### src/rtl/id_ex_stage.sv
// ID/EX pipeline register with load-use hazard detection and forwarding
// selects. IDEX_FORWARD_EN enables forwarding; otherwise RAW hazards stall.
//
// Ports:
//   clk, rst_n                  clock, synchronous active-low reset
//   id_*                        decoded ID-stage instruction fields
//   flush                       kill the ID instruction (taken branch/jump)
//   exmem_reg_write/exmem_rd    EX/MEM destination info
//   memwb_reg_write/memwb_rd    MEM/WB destination info
//   ex_*                        registered EX-stage copies
//   stall                       hold PC and IF/ID (combinational)
//   fwd_a/fwd_b                 ALU operand mux selects (combinational)
//   stall_cnt                   saturating count of stall cycles
module id_ex_stage #(
   parameter int unsigned DW     = 32,
   parameter int unsigned AW     = 5,
   parameter int unsigned CTRL_W = 8,
   parameter int unsigned CNT_W  = 16
) (
   input  logic              clk,
   input  logic              rst_n,
   input  logic              id_valid,
   input  logic [DW-1:0]     id_pc4,
   input  logic [DW-1:0]     id_rs_data,
   input  logic [DW-1:0]     id_rt_data,
   input  logic [DW-1:0]     id_imm,
   input  logic [AW-1:0]     id_rs,
   input  logic [AW-1:0]     id_rt,
   input  logic [AW-1:0]     id_rd,
   input  logic [CTRL_W-1:0] id_ctrl,
   input  logic              id_reg_write,
   input  logic              id_mem_read,
   input  logic              flush,
   input  logic              exmem_reg_write,
   input  logic [AW-1:0]     exmem_rd,
   input  logic              memwb_reg_write,
   input  logic [AW-1:0]     memwb_rd,
   output logic              ex_valid,
   output logic [DW-1:0]     ex_pc4,
   output logic [DW-1:0]     ex_rs_data,
   output logic [DW-1:0]     ex_rt_data,
   output logic [DW-1:0]     ex_imm,
   output logic [AW-1:0]     ex_rs,
   output logic [AW-1:0]     ex_rt,
   output logic [AW-1:0]     ex_rd,
   output logic [CTRL_W-1:0] ex_ctrl,
   output logic              ex_reg_write,
   output logic              ex_mem_read,
   output logic              stall,
   output logic [1:0]        fwd_a,
   output logic [1:0]        fwd_b,
   output logic [CNT_W-1:0]  stall_cnt
);

   logic              valid_q, valid_d;
   logic [DW-1:0]     pc4_q, pc4_d;
   logic [DW-1:0]     rs_data_q, rs_data_d;
   logic [DW-1:0]     rt_data_q, rt_data_d;
   logic [DW-1:0]     imm_q, imm_d;
   logic [AW-1:0]     rs_q, rs_d;
   logic [AW-1:0]     rt_q, rt_d;
   logic [AW-1:0]     rd_q, rd_d;
   logic [CTRL_W-1:0] ctrl_q, ctrl_d;
   logic              reg_write_q, reg_write_d;
   logic              mem_read_q, mem_read_d;
   logic [CNT_W-1:0]  cnt_q, cnt_d;

   logic load_use;
   logic hz;
   logic bubble;

   always_comb begin
      load_use = id_valid & valid_q & mem_read_q & (rt_q != '0) &
                 ((rt_q == id_rs) | (rt_q == id_rt));
`ifdef IDEX_FORWARD_EN
      hz = load_use;
`else
      // Without forwarding, any pending write from EX or EX/MEM must
      // retire before ID may read; MEM/WB is covered by the regfile.
      hz = load_use |
           (id_valid & valid_q & reg_write_q & (rd_q != '0) &
            ((rd_q == id_rs) | (rd_q == id_rt))) |
           (id_valid & exmem_reg_write & (exmem_rd != '0) &
            ((exmem_rd == id_rs) | (exmem_rd == id_rt)));
`endif
      // A taken redirect kills ID anyway, so it never needs holding.
      stall  = hz & ~flush;
      bubble = flush | hz;
   end

`ifdef IDEX_FORWARD_EN
   always_comb begin
      fwd_a = 2'b00;
      fwd_b = 2'b00;
      if (valid_q) begin
         if (exmem_reg_write && exmem_rd != '0 && exmem_rd == rs_q)
            fwd_a = 2'b01;
         else if (memwb_reg_write && memwb_rd != '0 && memwb_rd == rs_q)
            fwd_a = 2'b10;
         if (exmem_reg_write && exmem_rd != '0 && exmem_rd == rt_q)
            fwd_b = 2'b01;
         else if (memwb_reg_write && memwb_rd != '0 && memwb_rd == rt_q)
            fwd_b = 2'b10;
      end
   end
`else
   logic unused_memwb;
   assign unused_memwb = memwb_reg_write ^ (^memwb_rd);
   assign fwd_a = 2'b00;
   assign fwd_b = 2'b00;
`endif

   always_comb begin
      valid_d     = id_valid;
      pc4_d       = id_pc4;
      rs_data_d   = id_rs_data;
      rt_data_d   = id_rt_data;
      imm_d       = id_imm;
      rs_d        = id_rs;
      rt_d        = id_rt;
      rd_d        = id_rd;
      ctrl_d      = id_ctrl;
      reg_write_d = id_reg_write;
      mem_read_d  = id_mem_read;
      // Bubble kills only the side-effect fields; data is don't-care.
      if (bubble) begin
         valid_d     = 1'b0;
         ctrl_d      = '0;
         reg_write_d = 1'b0;
         mem_read_d  = 1'b0;
      end
      cnt_d = cnt_q;
      if (stall && cnt_q != {CNT_W{1'b1}})
         cnt_d = cnt_q + CNT_W'(1);
   end

   always_ff @(posedge clk) begin
      if (!rst_n) begin
         valid_q     <= 1'b0;
         pc4_q       <= '0;
         rs_data_q   <= '0;
         rt_data_q   <= '0;
         imm_q       <= '0;
         rs_q        <= '0;
         rt_q        <= '0;
         rd_q        <= '0;
         ctrl_q      <= '0;
         reg_write_q <= 1'b0;
         mem_read_q  <= 1'b0;
         cnt_q       <= '0;
      end else begin
         valid_q     <= valid_d;
         pc4_q       <= pc4_d;
         rs_data_q   <= rs_data_d;
         rt_data_q   <= rt_data_d;
         imm_q       <= imm_d;
         rs_q        <= rs_d;
         rt_q        <= rt_d;
         rd_q        <= rd_d;
         ctrl_q      <= ctrl_d;
         reg_write_q <= reg_write_d;
         mem_read_q  <= mem_read_d;
         cnt_q       <= cnt_d;
      end
   end

   assign ex_valid     = valid_q;
   assign ex_pc4       = pc4_q;
   assign ex_rs_data   = rs_data_q;
   assign ex_rt_data   = rt_data_q;
   assign ex_imm       = imm_q;
   assign ex_rs        = rs_q;
   assign ex_rt        = rt_q;
   assign ex_rd        = rd_q;
   assign ex_ctrl      = ctrl_q;
   assign ex_reg_write = reg_write_q;
   assign ex_mem_read  = mem_read_q;
   assign stall_cnt    = cnt_q;

endmodule

### config.mk
export PLATFORM = sky130hd
export DESIGN_NAME = id_ex_stage
export DESIGN_NICKNAME = d
export VERILOG_FILES = /design/src/rtl/id_ex_stage.sv
export SDC_FILE = /design/constraint.sdc
export NUM_CORES = 1
export LEC_CHECK = 0
export BUFFER_PORTS_ARGS = -buffer_cell sky130_fd_sc_hd__clkbuf_2
export CORE_AREA = 5 5 131 133
export DETAILED_ROUTE_END_ITERATION = 7
export DIE_AREA = 0 0 136 138
export PLACE_DENSITY = 0.67
export SLEW_MARGIN = 20
export SYNTH_ARGS = -nofsm -noshare
export SYNTH_HDL_FRONTEND = slang
export SYNTH_SLANG_ARGS = --single-unit
### constraint.sdc
create_clock -name clk -period 2.7 [get_ports clk]
set_input_delay 0.54 -clock clk [delete_from_list [all_inputs] [get_ports clk]]
set_output_delay 0.54 -clock clk [all_outputs]
set_load 0.05 [all_outputs]
==> impl_metrics.py <==
metrics = {
    "placement": {
        "gp_congestion": 0.862,
        "port_buffers": 333,
        "hpwl_um": 12600,
        "pre_cts_ws_ps": 78.8,
    },
    "pwr": {
        "power_frac_seq_pct": 44.6,
        "switching_power_uw": 1670,
        "combPwrFrac_pct": 14.4,
        "leakage_uw": 0.00384,
        "power.density_nw_per_um2": 761,
        "total_power_uw": 5980,
        "switching_share_pct": 28.0,
        "clockPowerShare_pct": 40.9,
        "intPower_uw": 4300,
        "vdd_drop_max_mv": 0.547,
    },
    "drt": {
        "dr.pass1.iters": 5,
        "wl_met3_um": 1860,
        "top_layer": "met4",
        "vias": 4397,
        "drc_errors": 0,
        "drt-initial-drc-count": 137,
        "met1Wirelength_um": 5530,
        "route.met2.wl_um": 8310,
        "wl_per_cell_um": 15.2,
        "vias_per_cell": 4.21,
        "antenna_left": 0,
        "drt-total-wl_um": 15900,
    },
    "critical_path": {
        "crit_chain": "or4_1, o2111ai_2, o22ai_2, nor2_2, nor2_1, buf_4",
        "setup.worst_path.end_class": "output port",
        "required_ps": 2160,
        "path_max_fanout": 4,
        "cp_num_cells": 6,
        "crit_slowest_cell": "or4_1",
        "ff2ff_path_depth": 7,
        "startpoint_type": "register",
        "crit_arrival_ps": 2060,
        "worst_path_largest_cell_delay_ps": 580,
        "crit_type": "reg2out",
        "cp.buffers_inverters": 1,
        "critPathTopFamily": "simple AND/OR/NAND/NOR gates",
    },
    "clock_network": {
        "root_buffer": "clkbuf_16",
        "numCtsBuffers": 17,
        "h-tree-depth": 4,
        "clockBufferDepth": 2,
        "clock_latency_ps": 410,
        "clk_pin_slew_worst_paths_ps": 60,
        "cts_tree": "built",
        "cts.sinks": 170,
    },
    "cells_and_area": {
        "antenna_cells": 0,
        "area_growth_pct": 46.6,
        "fin_nets": 986,
        "drive_gt1_share_pct": 46.0,
        "fill_cells": 1512,
    },
    "floorplanning": {
        "core-area_sq_um": 15700,
        "die_area_sq_um": 18800,
        "die_w_um": 136,
        "fp-row-count": 46,
        "num_io_pins": 344,
        "fp.dieH_um": 138,
        "start_util_pct": 34.1,
    },
    "run": {
        "drv_cap": 0,
    },
    "worst_hold_path": {
        "hold_path_class": "in2reg",
        "min_path_cells": 2,
    },
    "synth": {
        "ys_warn_count": 0,
        "synthTopCellsByCount": "dfxtp_1, and2_1, xor2_1",
        "ys_ff_latch": 170,
        "ys.flop_type": "dfxtp_1",
        "synth_most_common_cell": "dfxtp_1",
        "synth-seq-area-share_pct": 63.5,
        "synth_edf_count": 0,
        "ys_async_sr_fraction_pct": 0,
        "syn_area_per_cell_sq_um": 11.2,
        "synth_area_sq_um": 5360,
        "synth_area_leaders": "dfxtp_1, and2_1, xor2_1",
        "ys_types": 37,
        "yosysTopAreaCell": "dfxtp_1",
        "netlist_instances": 480,
        "yosysTopAreaCellShare_pct": 63.5,
    },
    "grt": {
        "grtUsageTotal_pct": 16.8,
        "grt_pass1_wl_um": 24400,
        "first_global_vias": 4446,
        "grt_max_degree": 53,
        "antenna_found_initial": 0,
        "grt.overflow.total": 0,
    },
    "timing": {
        "post-route-period-util_pct": 96.2,
        "min_period_ps": 2600,
        "max_slew_margin_pct": 61.3,
        "clock_skew_ps": 6.98,
        "hold_viol_final": 0,
        "tightestPinTransition_ps": 579,
        "max_freq_mhz": 385,
        "final_max_slew_viol_count": 0,
        "setup_ws_ps": 102,
        "rsz0062_at_grt": "no",
        "fin_setup_tns_ps": 0,
        "setup_viol": 0,
    },
    "outcome": {
        "run_status": "finished, final reports clean",
    },
}
per-stage QoR:
stage / cells / hold slack [ps] / cell area (sq um) / util [%]
finish: 1045 / 328 / 7860 / 50.0
global route: 1045 / 299 / 7860 / 50.0
CTS: 1044 / 306 / 7840 / 49.9
detailed placement: 1012 / 490 / 7230 / 46.0
global placement: 1012 / 479 / 7230 / 46.0
floorplan: 483 / 662 / 5370 / -
state kept, by name, summed over array words and instances, names as in the netlist:
signal        cells
stall_cnt        16
ex_rt             5
ex_pc4           32
ex_rt_data       32
ex_ctrl           8
ex_valid          1
ex_imm           32
ex_rs_data       32
ex_mem_read       1
ex_reg_write      1
ex_rs             5
ex_rd             5
logic make-up (layout without fill, tap and decap cells):
family | after synthesis | count (layout) | synth area share, %
and+or+nand+nor | 215 | 215 | 24.4
DFF | 170 | 170 | 63.5
AOI/OAI and AO/OA | 32 | 32 | 4.08
xor gates and xnor gates | 32 | 32 | 5.23
buffers and inverters | 28 | 374 | 2.38
adders and majority gates | 1 | 1 | 0.233
other | 1 | 4 | 0.0699
muxes | 1 | 1 | 0.187
power groups by stage:
stage               registers (uW)  logic [uW]  clock network (uW)
floorplan                     3150         159                   0
global placement              2720         864                   0
detailed placement            2720         868                   0
CTS                           2670         871                2520
global route                  2680         917                2630
finish                        2670         862                2450
worst reg2reg max path, delay by kind of cell, from the launching register on:
family	cells	cell delay, ps
DFF	1	360
buffers and inverters	1	170
AOI/OAI and AO/OA	4	850
and+or+nand+nor	2	780
routing by layer:
metal / track usage (%) / up-vias
li1: - / 2198
met1: 17.0 / 2011
met2: 30.0 / 177
met3: 9.40 / 11
met4: 4.08 / 0
met5: 0 / -
area by class of cell:
cell class	count	area (sq um)	share of cell area, %
timing repair buffer	338	1710	21.7
sequential	170	3400	43.3
clock inverter	11	135	1.72
multi-input combinational	285	1870	23.7
inverter	4	15.0	0.191
clock buffer	21	460	5.86
tap	216	270	3.44
cells in the final DEF, fill, tap and decap left out, types with 2 or more instances in the layout:
cell type and n:
clkbuf_16 17, nor4_1 2, o21ai_1 7, bufinv_16 2, clkinvlp_4 2, conb_1 4
dfxtp_1 169, o31ai_1 3, a22oi_1 2, xnor2_1 4, or3_1 9, xor2_1 28
clkbuf_1 2, or4_1 5, or4_4 2, and3_1 2, inv_1 4, clkbuf_8 2
a21oi_1 11, clkbuf_2 331, nor2_1 9, o21ai_0 2, nand2_1 8, and2_1 154
nand4_1 2, inv_6 3, o2111ai_2 2, clkinv_4 2, nor3_1 7, nand3_1 9
buf_4 7
path summary, 6_finish.rpt:
kind,start,endpoint,slack (ps)
max,ex_rd[2],stall,100
max reg2reg,ex_rd[2],stall_cnt[2],410
min reg2reg,stall_cnt[9],stall_cnt[9],490
min,id_ctrl[3],ex_ctrl[3],330
what timing repair did:
| item | CTS | global route |
|---|---|---|
| setup endpoints to repair | 1 | 1 |
| pin swaps | 0 | 1 |
| gates resized for setup | 2 | 5 |
| buffers inserted | 0 | 1 |
| hold buffers | 0 | 0 |
Power figures use the tool's default switching activity.
